<file path="src/rtl/bsp_pkg.sv">
// bsp_pkg: shared constants for the pipelined barrel shifter.
//   MODE_W            width of the per-transaction mode field
//   MODE_ROL..SRA     legal mode encodings; 3'b101..3'b111 are illegal
//   mode_is_legal()   true for the five defined modes
//   mode_is_shift()   true for SLL/SRL/SRA (modes that can lose bits)
package bsp_pkg;

  localparam int unsigned MODE_W = 3;

  localparam logic [MODE_W-1:0] MODE_ROL = 3'b000;
  localparam logic [MODE_W-1:0] MODE_ROR = 3'b001;
  localparam logic [MODE_W-1:0] MODE_SLL = 3'b010;
  localparam logic [MODE_W-1:0] MODE_SRL = 3'b011;
  localparam logic [MODE_W-1:0] MODE_SRA = 3'b100;

  function automatic logic mode_is_legal(input logic [MODE_W-1:0] mode);
    return (mode <= MODE_SRA);
  endfunction

  function automatic logic mode_is_shift(input logic [MODE_W-1:0] mode);
    return (mode == MODE_SLL) || (mode == MODE_SRL) || (mode == MODE_SRA);
  endfunction

endpackage

</file>
<file path="src/rtl/barrel_shift_stage.sv">
// barrel_shift_stage: one log2 stage of the barrel shifter. Moves the operand by 2^STAGE
// positions when amount bit STAGE is set (legal modes only), then registers the result together
// with the transaction's side-band fields. The register slice loads only when i_advance is high.
// Optional flag tracking is compiled in with BARREL_SHIFT_PIPE_FLAGS_EN.
// Ports:
//   clk, rst_n          clock, asynchronous active-low reset
//   i_advance           global pipeline advance (load enable)
//   i_valid/data/amt/mode/tag   previous stage slice
//   i_carry, i_zero     previous stage flags (flags build only)
//   o_*                 this stage's registered slice
module barrel_shift_stage
  import bsp_pkg::*;
#(
  parameter int unsigned WIDTH = 16,
  parameter int unsigned STAGE = 0,
  parameter int unsigned TAG_W = 4,
  localparam int unsigned SHW = $clog2(WIDTH)
) (
  input  logic              clk,
  input  logic              rst_n,
  input  logic              i_advance,
  input  logic              i_valid,
  input  logic [WIDTH-1:0]  i_data,
  input  logic [SHW-1:0]    i_amt,
  input  logic [MODE_W-1:0] i_mode,
  input  logic [TAG_W-1:0]  i_tag,
`ifdef BARREL_SHIFT_PIPE_FLAGS_EN
  input  logic              i_carry,
  input  logic              i_zero,
  output logic              o_carry,
  output logic              o_zero,
`endif
  output logic              o_valid,
  output logic [WIDTH-1:0]  o_data,
  output logic [SHW-1:0]    o_amt,
  output logic [MODE_W-1:0] o_mode,
  output logic [TAG_W-1:0]  o_tag
);

  localparam int unsigned DIST = 2 ** STAGE;

  logic             w_move;
  logic             w_fill;
  logic [WIDTH-1:0] w_data;

  // Illegal modes never move, so they pass data through with carry left at 0.
  assign w_move = i_amt[STAGE] && mode_is_legal(i_mode);
  // Sign fill: MSB of the running value equals the original operand MSB under SRA.
  assign w_fill = (i_mode == MODE_SRA) ? i_data[WIDTH-1] : 1'b0;

  always_comb begin
    w_data = i_data;
    if (w_move) begin
      case (i_mode)
        MODE_ROL: w_data = {i_data[WIDTH-1-DIST:0], i_data[WIDTH-1:WIDTH-DIST]};
        MODE_ROR: w_data = {i_data[DIST-1:0], i_data[WIDTH-1:DIST]};
        MODE_SLL: w_data = {i_data[WIDTH-1-DIST:0], {DIST{1'b0}}};
        default:  w_data = {{DIST{w_fill}}, i_data[WIDTH-1:DIST]};  // SRL / SRA
      endcase
    end
  end

  logic             r_valid;
  logic [WIDTH-1:0] r_data;
  logic [SHW-1:0]   r_amt;
  logic [MODE_W-1:0] r_mode;
  logic [TAG_W-1:0] r_tag;

  always_ff @(posedge clk or negedge rst_n) begin
    if (!rst_n) begin
      r_valid <= 1'b0;
      r_data  <= '0;
      r_amt   <= '0;
      r_mode  <= '0;
      r_tag   <= '0;
    end else if (i_advance) begin
      r_valid <= i_valid;
      r_data  <= w_data;
      r_amt   <= i_amt;
      r_mode  <= i_mode;
      r_tag   <= i_tag;
    end
  end

  assign o_valid = r_valid;
  assign o_data  = r_data;
  assign o_amt   = r_amt;
  assign o_mode  = r_mode;
  assign o_tag   = r_tag;

`ifdef BARREL_SHIFT_PIPE_FLAGS_EN
  logic w_carry;
  logic w_zero;
  logic r_carry;
  logic r_zero;

  // Only a moving stage updates carry; the last mover wins.
  always_comb begin
    w_carry = i_carry;
    if (w_move) begin
      case (i_mode)
        MODE_ROL: w_carry = w_data[0];
        MODE_ROR: w_carry = w_data[WIDTH-1];
        MODE_SLL: w_carry = i_data[WIDTH-DIST];
        default:  w_carry = i_data[DIST-1];  // SRL / SRA
      endcase
    end
  end

  // Rotates and non-moving stages preserve zero-ness, so the compare is only needed on shifts.
  assign w_zero = (w_move && mode_is_shift(i_mode)) ? (w_data == '0) : i_zero;

  always_ff @(posedge clk or negedge rst_n) begin
    if (!rst_n) begin
      r_carry <= 1'b0;
      r_zero  <= 1'b0;
    end else if (i_advance) begin
      r_carry <= w_carry;
      r_zero  <= w_zero;
    end
  end

  assign o_carry = r_carry;
  assign o_zero  = r_zero;
`endif

endmodule

</file>
<file path="src/rtl/barrel_shift_pipe.sv">
// barrel_shift_pipe: fully pipelined WIDTH-bit rotator/shifter (ROL, ROR, SLL, SRL, SRA) with
// valid/ready on both sides. One register slice per log2 stage, latency SHW cycles, global stall.
// Build option BARREL_SHIFT_PIPE_FLAGS_EN adds out_zero/out_carry and the carry pipeline.
// Ports:
//   clk, rst_n                 clock, asynchronous active-low reset
//   in_valid/in_ready          input handshake (in_ready depends only on out_valid/out_ready)
//   in_data/in_amt/in_mode/in_tag   operand, amount, mode (see bsp_pkg), user tag
//   out_valid/out_ready        output handshake
//   out_data/out_tag           result and its tag
//   out_zero/out_carry         result == 0, last bit moved out (flags build only)
module barrel_shift_pipe
  import bsp_pkg::*;
#(
  parameter int unsigned WIDTH = 16,
  parameter int unsigned TAG_W = 4,
  localparam int unsigned SHW = $clog2(WIDTH)
) (
  input  logic              clk,
  input  logic              rst_n,
  input  logic              in_valid,
  output logic              in_ready,
  input  logic [WIDTH-1:0]  in_data,
  input  logic [SHW-1:0]    in_amt,
  input  logic [MODE_W-1:0] in_mode,
  input  logic [TAG_W-1:0]  in_tag,
  output logic              out_valid,
  input  logic              out_ready,
  output logic [WIDTH-1:0]  out_data,
  output logic [TAG_W-1:0]  out_tag
`ifdef BARREL_SHIFT_PIPE_FLAGS_EN
  ,
  output logic              out_zero,
  output logic              out_carry
`endif
);

  // Index 0 is the input port, index k+1 is the output of stage k.
  logic              w_valid [SHW+1];
  logic [WIDTH-1:0]  w_data  [SHW+1];
  logic [SHW-1:0]    w_amt   [SHW+1];
  logic [MODE_W-1:0] w_mode  [SHW+1];
  logic [TAG_W-1:0]  w_tag   [SHW+1];
  logic              w_advance;

  // Whole pipe moves together; empty slots hold too, so bubbles are never collapsed.
  assign w_advance = !out_valid || out_ready;
  assign in_ready  = w_advance;

  assign w_valid[0] = in_valid;
  assign w_data[0]  = in_data;
  assign w_amt[0]   = in_amt;
  assign w_mode[0]  = in_mode;
  assign w_tag[0]   = in_tag;

`ifdef BARREL_SHIFT_PIPE_FLAGS_EN
  logic w_carry [SHW+1];
  logic w_zero  [SHW+1];

  assign w_carry[0] = 1'b0;
  assign w_zero[0]  = (in_data == '0);
`endif

  for (genvar k = 0; k < SHW; k++) begin : g_stage
    barrel_shift_stage #(
      .WIDTH (WIDTH),
      .STAGE (k),
      .TAG_W (TAG_W)
    ) u_stage (
      .clk       (clk),
      .rst_n     (rst_n),
      .i_advance (w_advance),
      .i_valid   (w_valid[k]),
      .i_data    (w_data[k]),
      .i_amt     (w_amt[k]),
      .i_mode    (w_mode[k]),
      .i_tag     (w_tag[k]),
`ifdef BARREL_SHIFT_PIPE_FLAGS_EN
      .i_carry   (w_carry[k]),
      .i_zero    (w_zero[k]),
      .o_carry   (w_carry[k+1]),
      .o_zero    (w_zero[k+1]),
`endif
      .o_valid   (w_valid[k+1]),
      .o_data    (w_data[k+1]),
      .o_amt     (w_amt[k+1]),
      .o_mode    (w_mode[k+1]),
      .o_tag     (w_tag[k+1])
    );
  end

  assign out_valid = w_valid[SHW];
  assign out_data  = w_data[SHW];
  assign out_tag   = w_tag[SHW];

`ifdef BARREL_SHIFT_PIPE_FLAGS_EN
  assign out_carry = w_carry[SHW];
  assign out_zero  = w_zero[SHW];
`endif

  // Amount and mode are fully consumed by the last stage.
  logic w_unused;
  assign w_unused = ^{w_amt[SHW], w_mode[SHW]};

endmodule

</file>
<file path="config.mk">
export PLATFORM = sky130hd
export DESIGN_NAME = barrel_shift_pipe
export DESIGN_NICKNAME = d
export VERILOG_FILES = /design/src/rtl/bsp_pkg.sv /design/src/rtl/barrel_shift_stage.sv /design/src/rtl/barrel_shift_pipe.sv
export SDC_FILE = /design/constraint.sdc
export NUM_CORES = 1
export LEC_CHECK = 0
export CORE_MARGIN = 1
export CORE_UTILIZATION = 57
export CTS_BUF_LIST = sky130_fd_sc_hd__clkbuf_16
export DETAILED_ROUTE_END_ITERATION = 7
export PLACE_DENSITY_LB_ADDON = 0.05
export SYNTH_ARGS = -nofsm -noshare
export SYNTH_HDL_FRONTEND = slang
export SYNTH_SLANG_ARGS = --single-unit
</file>
<file path="constraint.sdc">
create_clock -name clk -period 1.75 [get_ports clk]
set_input_delay 0.35 -clock clk [delete_from_list [all_inputs] [get_ports clk]]
set_output_delay 0.35 -clock clk [all_outputs]
set_load 0.005 [all_outputs]
</file>
==> reports/qor.yml <==
grt:
  top_usage_layer: "met2"
  grt_start_max_net_pins: 39
  use_met3_pct: 4.46
  antenna_found_initial: 0
  grt_first_pass_wirelength_mm: 20.8
  grt_pass1_vias: 4272
  grt_overflow_total: 0
  gr-usage-all-layers_pct: 29.3
  met1_usage_pct: 38.8
  grt_use_met2_pct: 47.7
die:
  std_cell_rows: 34
  design.core.area_sq_um: 8680
  dieWidth_microns: 96.5
  io_pins: 53
  fp.dieArea_sq_um: 9310
  dieHeight_microns: 96.5
  initial_core_util_pct: 58.7
place:
  gp_congestion: 0.881
  portBuffers: 52
  dp_hpwl_mm: 9.10
  placed_area_sq_um: 5910
  dp_slack_ns: -0.220
layout:
  layout_commonest_cell: "nand2_1"
  area_delta_synth_final_pct: 22.0
  drive_gt1_share_pct: 12.2
  layout_common_cells: "112 x nand2_1, 99 x dfrtp_1, 70 x o21ai_0, 50 x nor2_1, 50 x clkdlybuf4s50_1"
  fin_area_sq_um: 6210
  antenna_cells: 0
  nNetsFinal: 667
clock_tree:
  htreeDepth: 3
  clk_pin_slew_ns: 0.08
  cts_buffers: 9
  cts_num_sinks: 99
  cts_tree: "done"
  insertion_delay_ns: 0.34
  cts_setup_buffers: 0
  clk_path_buf_depth: 2
  clockRootBuffer: "clkbuf_16"
critical_path:
  setup.worst_path.end_class: "output pin"
  reg2reg_from: "g_stage[3].u_stage.o_valid"
  max_stage_delay_ns: 0.45
  worst_r2r_path_depth: 6
  cp_num_cells: 4
  reg2reg_to: "g_stage[0].u_stage.o_data[9]"
  critPathRequiredTime_ns: 1.40
  timing_worst_setup_path_type: "in -> out"
  cp.arrival_ns: 1.33
  r2r_slack_ns: 0.22
  path_buf_inv: 3
  worstPathCellList: "clkdlybuf4s50_1, nor2b_4, inv_4, dlygate4sd2_1"
  crit_fanout: 8
  cp-start-kind: "primary input"
  critPathTopFamily: "buffers and inverters"
  crit_path_top_delay_cell: "clkdlybuf4s50_1"
routing:
  wirelength_mm: 12.7
  drt.antenna.violating_nets: 0
  vias: 4651
  viasPerCell: 6.21
  drt-pass1-iter-count: 5
  drc: 0
  wl_per_cell_microns: 17.0
  drtIter0Drc: 307
sta:
  hold_violations: 0
  rsz0062_at_grt: "false"
  slew_headroom_pct: 59.8
  period_share_pct: 96.2
  setup_viol: 0
  finalClockSkew_ns: 0.00638
  maxSlewViolCount: 0
  worst_pin_slew_ns: 0.603
  setup_ws_ns: 0.0667
  period_minus_slack_ns: 1.68
  fmax_ghz: 0.594
  finalSetupTns_ns: 0
logic_synthesis:
  synth_top_area_cell: "dfrtp_1"
  yosys_register_bits: 99
  syn_nets: 610
  yosysWarnings: 0
  ys_seq_area_share_pct: 48.7
  synthAdderAreaFrac_pct: 0
  synth_enable_flop_cells: 0
  synth_top_area_share_pct: 48.7
  synth_ff_type: "dfrtp_1"
  synth_top_family_by_area: "compound AO/OA/AOI/OAI gates"
  synth_mux_area_share_pct: 0.418
  synth_area_per_cell_sq_um: 8.79
  async_flop_share_pct: 100
  netlist_top_cells_area: "dfrtp_1 49%, nand2_1 8.3%, o21ai_0 6.9%"
  yosysUniqueCellTypes: 42
  synth_simple_gate_area_share_pct: 15.9
  synth-compound-area-share_pct: 29.5
  synth_xor_area_share_pct: 0
  netlist_area_sq_um: 5090
  synthCells: 579
run_status:
  status: "complete, no violations"
power:
  static-leakage-power_nw: 2.58
  pwr_density_cell_nw_per_um2: 1760
  fin_total_pwr_mw: 10.9
  worst_ir_drop_vdd_mv: 0.823
min_path:
  hp-start: "g_stage[0].u_stage.o_tag[1]"
  hold_end: "g_stage[0].u_stage.o_tag[1]"
  min_path_type: "reg -> reg"
  hold_path_depth: 2
flow_run:
  max_cap_viol_count: 0
## synth_stat cells (all sizes together) (2+ instances only)
cell type / count
a21o: 2
o22ai: 38
dfrtp: 99
o21ai: 81
o211ai: 12
o22a: 6
clkbuf: 16
nor3: 3
a21oi: 28
nand2b: 11
a31oi: 12
nor2: 50
o21a: 9
o221ai: 4
inv: 11
a221oi: 8
o221a: 19
and2: 3
buf: 31
nand2: 112
nand3b: 5
nor2b: 3
o311ai: 6
o31ai: 2
## metal layers
metal / up-vias / part of all wire [%]
li1: 2220 / -
met3: 31 / 4.7
met2: 175 / 48
met5: - / 0
met1: 2225 / 44
met4: 0 / 3.0
## area by class of cell
type,instances,area [sq um]
Sequential cell,99,2480
Fill cell,678,2470
Tap cell,108,135
Clock inverter,7,60.1
Timing Repair Buffer,93,927
Multi-Input combinational cell,422,2340
Inverter,11,43.8
Clock buffer,9,225
## worst max path at each step
stage	start	to
6_report	out_ready	in_ready
5_1_grt	in_mode[1]	g_stage[0].u_stage.o_data[3]
4_1_cts	out_ready	in_ready
3_5_place_dp	out_ready	g_stage[1].u_stage.o_data[14]
3_3_place_gp	out_ready	g_stage[1].u_stage.o_data[14]
2_1_floorplan	g_stage[3].u_stage.o_valid	g_stage[2].u_stage.o_data[7]
## metrics by stage
step                      cells  util, %  hold WS (ns)
after floorplan             579        -        0.0544
after global placement      732     68.1         0.304
after detailed placement    732     68.1         0.303
after CTS                   749     71.6         0.468
after global routing        749     71.6         0.491
final                       749     71.6         0.468
## flip-flops by register name, indices dropped and copies added, names as in the netlist
name / count
g_stage.u_stage.o_tag: 16
g_stage.u_stage.o_valid: 4
g_stage.u_stage.o_mode: 9
g_stage.u_stage.o_data: 64
g_stage.u_stage.o_amt: 6
## report_power, final
group	switching (mW)	internal [mW]	total [mW]
registers	1.11	3.30	4.42
logic	2.27	2.32	4.59
clock network	0.917	0.987	1.90
total	4.30	6.61	10.9
## repair_timing
action	in CTS	in global routing
setup endpoints to repair	1	0
hold endpoints to repair	27	0
resized for setup	2	0
hold buffers	1	0
## worst min-delay path, cell delays in order (launching register included)
cell     delay (ns)
dfrtp_1        0.35
nand2_1        0.05
nand2_1        0.04
## cell families after synthesis
logic type             count (synthesis)
AOI/OAI and AO/OA                    229
buffers and inverters                 58
DFF                                   99
muxes                                  2
and+or+nand+nor                      191
No activity file was read; power rests on OpenSTA's default activity.
